==> src/rtl/operand_bypass_unit.sv <==
// operand_bypass_unit: ALU-stage operand forwarding for the 5-stage MIPS pipeline.
// Picks the Rs/Rt operands from the previous-cycle ALU result (H1), then the
// writeback result (H2), then the register-file read data.
// Optional feature macro: BYPASS_WB_FORWARD_EN. When it is defined, the
// writeback history entry H2 exists. When it is undefined, only H1 is kept,
// and the register file must be write-first.
module operand_bypass_unit #(
    parameter int DATA_W = 32,
    parameter int IDX_W  = 5
) (
    input  logic              clk,
    input  logic              rst,
    input  logic [IDX_W-1:0]  rs_index,
    input  logic [IDX_W-1:0]  rt_index,
    input  logic [DATA_W-1:0] rs_val,
    input  logic [DATA_W-1:0] rt_val,
    input  logic [IDX_W-1:0]  rd_index,
    input  logic [DATA_W-1:0] rd_value,
    input  logic              rd_we,
    output logic [DATA_W-1:0] bypassed_rs_val,
    output logic [DATA_W-1:0] bypassed_rt_val
);

    // H1: result the ALU produced last cycle
    logic              vld_p1;
    logic [IDX_W-1:0]  idx_p1;
    logic [DATA_W-1:0] val_p1;

`ifdef BYPASS_WB_FORWARD_EN
    // H2: result now in writeback
    logic              vld_p2;
    logic [IDX_W-1:0]  idx_p2;
    logic [DATA_W-1:0] val_p2;
`endif

    // Youngest matching history entry wins. Index 0 can never match, because
    // zero-register writes are never captured as valid.
    function automatic logic [DATA_W-1:0] select_operand(
        input logic [IDX_W-1:0]  q_idx,
        input logic [DATA_W-1:0] reg_val
    );
        logic [DATA_W-1:0] r;
        r = reg_val;
`ifdef BYPASS_WB_FORWARD_EN
        if (vld_p2 && (idx_p2 == q_idx)) r = val_p2;
`endif
        if (vld_p1 && (idx_p1 == q_idx)) r = val_p1;
        return r;
    endfunction

    // Capture the valid bit of the ALU result; reset clears it
    always_ff @(posedge clk) begin
        if (rst) vld_p1 <= 1'b0;
        else     vld_p1 <= rd_we && (rd_index != '0);
    end

    // Capture the index and data of the ALU result; these need no reset because valid gates them
    always_ff @(posedge clk) begin
        idx_p1 <= rd_index;
        val_p1 <= rd_value;
    end

`ifdef BYPASS_WB_FORWARD_EN
    // Age the H1 valid bit into H2; reset clears it
    always_ff @(posedge clk) begin
        if (rst) vld_p2 <= 1'b0;
        else     vld_p2 <= vld_p1;
    end

    // Age the H1 index and data into H2
    always_ff @(posedge clk) begin
        idx_p2 <= idx_p1;
        val_p2 <= val_p1;
    end
`endif

    // Operand selection, driven only by the stored history and the operand inputs
    always_comb begin
        bypassed_rs_val = select_operand(rs_index, rs_val);
        bypassed_rt_val = select_operand(rt_index, rt_val);
    end

endmodule

==> config.mk <==
export PLATFORM = sky130hd
export DESIGN_NAME = operand_bypass_unit
export DESIGN_NICKNAME = d
export VERILOG_FILES = /design/src/rtl/operand_bypass_unit.sv
export SDC_FILE = /design/constraint.sdc
export NUM_CORES = 1
export LEC_CHECK = 0
export CORE_MARGIN = 3
export CORE_UTILIZATION = 30
export CTS_BUF_LIST = sky130_fd_sc_hd__clkbuf_2 sky130_fd_sc_hd__clkbuf_4 sky130_fd_sc_hd__clkbuf_8
export CTS_CLUSTER_DIAMETER = 30
export CTS_CLUSTER_SIZE = 24
export DETAILED_ROUTE_END_ITERATION = 7
export DONT_BUFFER_PORTS = 1
export PLACE_DENSITY = 0.45
export SLEW_MARGIN = 10
export SYNTH_ARGS = -nofsm -noshare
export SYNTH_HDL_FRONTEND = slang
export SYNTH_SLANG_ARGS = --single-unit
export TNS_END_PERCENT = 20
==> constraint.sdc <==
create_clock -name clk -period 2.9 [get_ports clk]
set_input_delay 0.58 -clock clk [delete_from_list [all_inputs] [get_ports clk]]
set_output_delay 0.58 -clock clk [all_outputs]
set_load 0.01 [all_outputs]
==> results.md <==
* Run status: finished, final reports clean
* Period minus WS final at 2.54 ns
* Final period util at approximately 88%
* Initial antenna violation count at 0
* Synth Area per Inst at between 15 and 20 um^2
* Die area at 7610 um^2
* Crit path capture type: output port
* Chip height at around 87 um
* Slew @ Worst Pin at 0.328 ns
* Post-DRT Antenna Nets at 0
* Final hold violation count at 0
* Yosys warns at 0
* Mapped Area at between 1500 and 2000 um^2
* Synth top area cells: mux2_4, dfxtp_1, buf_12, xor2_1, mux2_2
* Setup TNS at 0 ns
* Startpoint types: register
* Seq/Total Area, Yosys at between 30% and 40%
* Slew Limit Fails at 0
* Vias at 1027
* # resized after CTS at 0
* Drt first pass iters at 3
* Simple-Gate Fraction of Synth Area at under 10%
* DR WL/cell at 19.8 um
* # H-tree levels at 2
* Routability cong. at 0.730
* Gr ovfl total at 0
* Clock slew at reported path FFs at 0.08 ns
* Top Ports at around 180
* WL final at between 4 and 5 mm
* Die width at ~87 um
* Clock root cell: clkbuf_8
* Post-synthesis mux area share at between 40% and 50%
* Postcts setup bufs at 0
* Main combinational cell family by area after synthesis: multiplexers
* Clock buffer depth at 2
* Global-route wire length before repair at 5.40 mm
* Fmax at between 300 and 400 MHz
* Cells after synthesis at 127
* Power per cell area at around 540 nW/um^2
* Max VDD drop at 0.000300 V
* RSZ-0062 raised after global routing: false
* Largest net degree at the start of global routing at 19
* Detailed-placement wirelength estimate at 3.49 mm
* Area share of the largest cell type after synthesis at 45.5%
* Port Buffer Count at 0
* CORE AREA at 6170 um^2
* Synth Area in Adders at 0%
* P&R area growth vs syn at 4.67%
* #FFs+latches synth at 38
* Synthesized net count at 241
* Req. time, crit path at approximately 2.3 ns
* Yosys top cell by area: mux2_4
* TritonCTS Sinks at 38
* Row cnt at 28
* Antenna cells at 0
* CP Max Fanout at 18
* XOR/XNOR Fraction of Synth Area at 4.42%
* Synth cell types at 12
* Layout cells sized above 1 at 59.5%
* CTS Hold Bufs at 0
* Post-route cell area at about 2100 um^2
* # nets final at 244
* First DRT Iteration DRCs at 16
* Drt via density at ~5.0
* Vias in the first global route at approximately 1100
* Hold crit path type: input pin to register
* Max cap viols at 0
* Compound-gate portion of the synthesized area at 0%
* Final setup viols at 0
* Relative slew margins at between 70 and 80%
* Num CTS Buffers at 5
* Setup CP Type: register to output port
* DP Area at a little under 2000 um^2
* # DRC at 0
* Crit path DAT at between 1.5 and 2 ns
* CTS tree: yes
* Initial Util at approximately 32%
* Gr usage total at 9.58%
* P_leak at between 0.8 and 0.9 nW
==> registers in the layout, indices dropped and copies added (netlist names) <==
name and flops:
val_p1 32, idx_p1 5, vld_p1 1
==> through the flow <==
| stage | hold WS (ns) | util [%] | total power [W] | worst slack (ns) | cells |
|---|---|---|---|---|---|
| after global routing | 0.288 | 33.6 | 0.00119 | 0.172 | 206 |
| after global placement | 0.608 | 31.9 | 0.000709 | 0.412 | 198 |
| after floorplan | 0.608 | - | 0.000698 | 0.612 | 127 |
| final | 0.316 | 33.6 | 0.00113 | 0.358 | 206 |
| after CTS | 0.297 | 33.6 | 0.00116 | 0.320 | 206 |
| after detailed placement | 0.608 | 31.9 | 0.000710 | 0.409 | 198 |
==> cell families (layout without fill, tap and decap cells) <==
group	Yosys count	count (layout)
mux	64	64
flops	38	38
xor+xnor	10	10
buf+inv	8	12
simple gates	7	7
==> power by group <==
part | total, W | internal (W) | switching [W]
combinational | 0.000129 | 0.0000759 | 0.0000534
clock | 0.000431 | 0.000253 | 0.000178
sequential | 0.000566 | 0.000550 | 0.0000152
==> worst paths after layout <==
| check | startpoint | endpoint | slack [ns] | cells past startpoint |
|---|---|---|---|---|
| setup / recovery | idx_p1[2] | bypassed_rt_val[11] | 0.36 | 5 |
| hold / removal | rd_value[26] | val_p1[26] | 0.32 | 0 |
==> layout by cell type (no fill, tap or decap) <==
cell       synthesis  routed
and3_2             0       2
buf_4              0       4
bufinv_16          0       1
clkbuf_8           0       5
clkinv_2           0       2
dfxtp_1           38      38
mux2_2             4       4
mux2_4            60      60
nor2_1             1       1
nor3b_1            1       1
nor4_1             2       2
or4_1              1       1
xnor2_1            2       2
xor2_1             8       8
==> worst max-delay path: stages, from the launching register on <==
cell	delay (ns)
dfxtp_1	0.33
xor2_1	0.16
nor4_1	0.29
and3_2	0.23
buf_4	0.31
mux2_4	0.36
==> synthesized netlist by cell type <==
library cell / n
and3_1: 2
buf_12: 6
nor3b_1: 1
dfxtp_1: 38
mux2_4: 60
or4_1: 1
mux2_2: 4
xor2_1: 8
xnor2_1: 2
nor4_1: 2
buf_6: 2
nor2_1: 1
==> per-layer routing <==
metal	wire, um	global-route usage (%)	vias to the layer above
met5	0	0	-
met4	29	4.60	0
met3	501	4.35	2
met2	2290	17.7	104
met1	1260	8.81	470
li1	-	-	451
==> cell type report <==
class                   instances  area [um^2]
clock buffers                   5         68.8
flip-flops and latches         38          761
fillers                       623         4090
repair buffers                  4         30.0
clock inverters                 3         40.0
multi-input cells              81         1080
well taps                      75         93.8
Power figures use the tool's default switching activity.
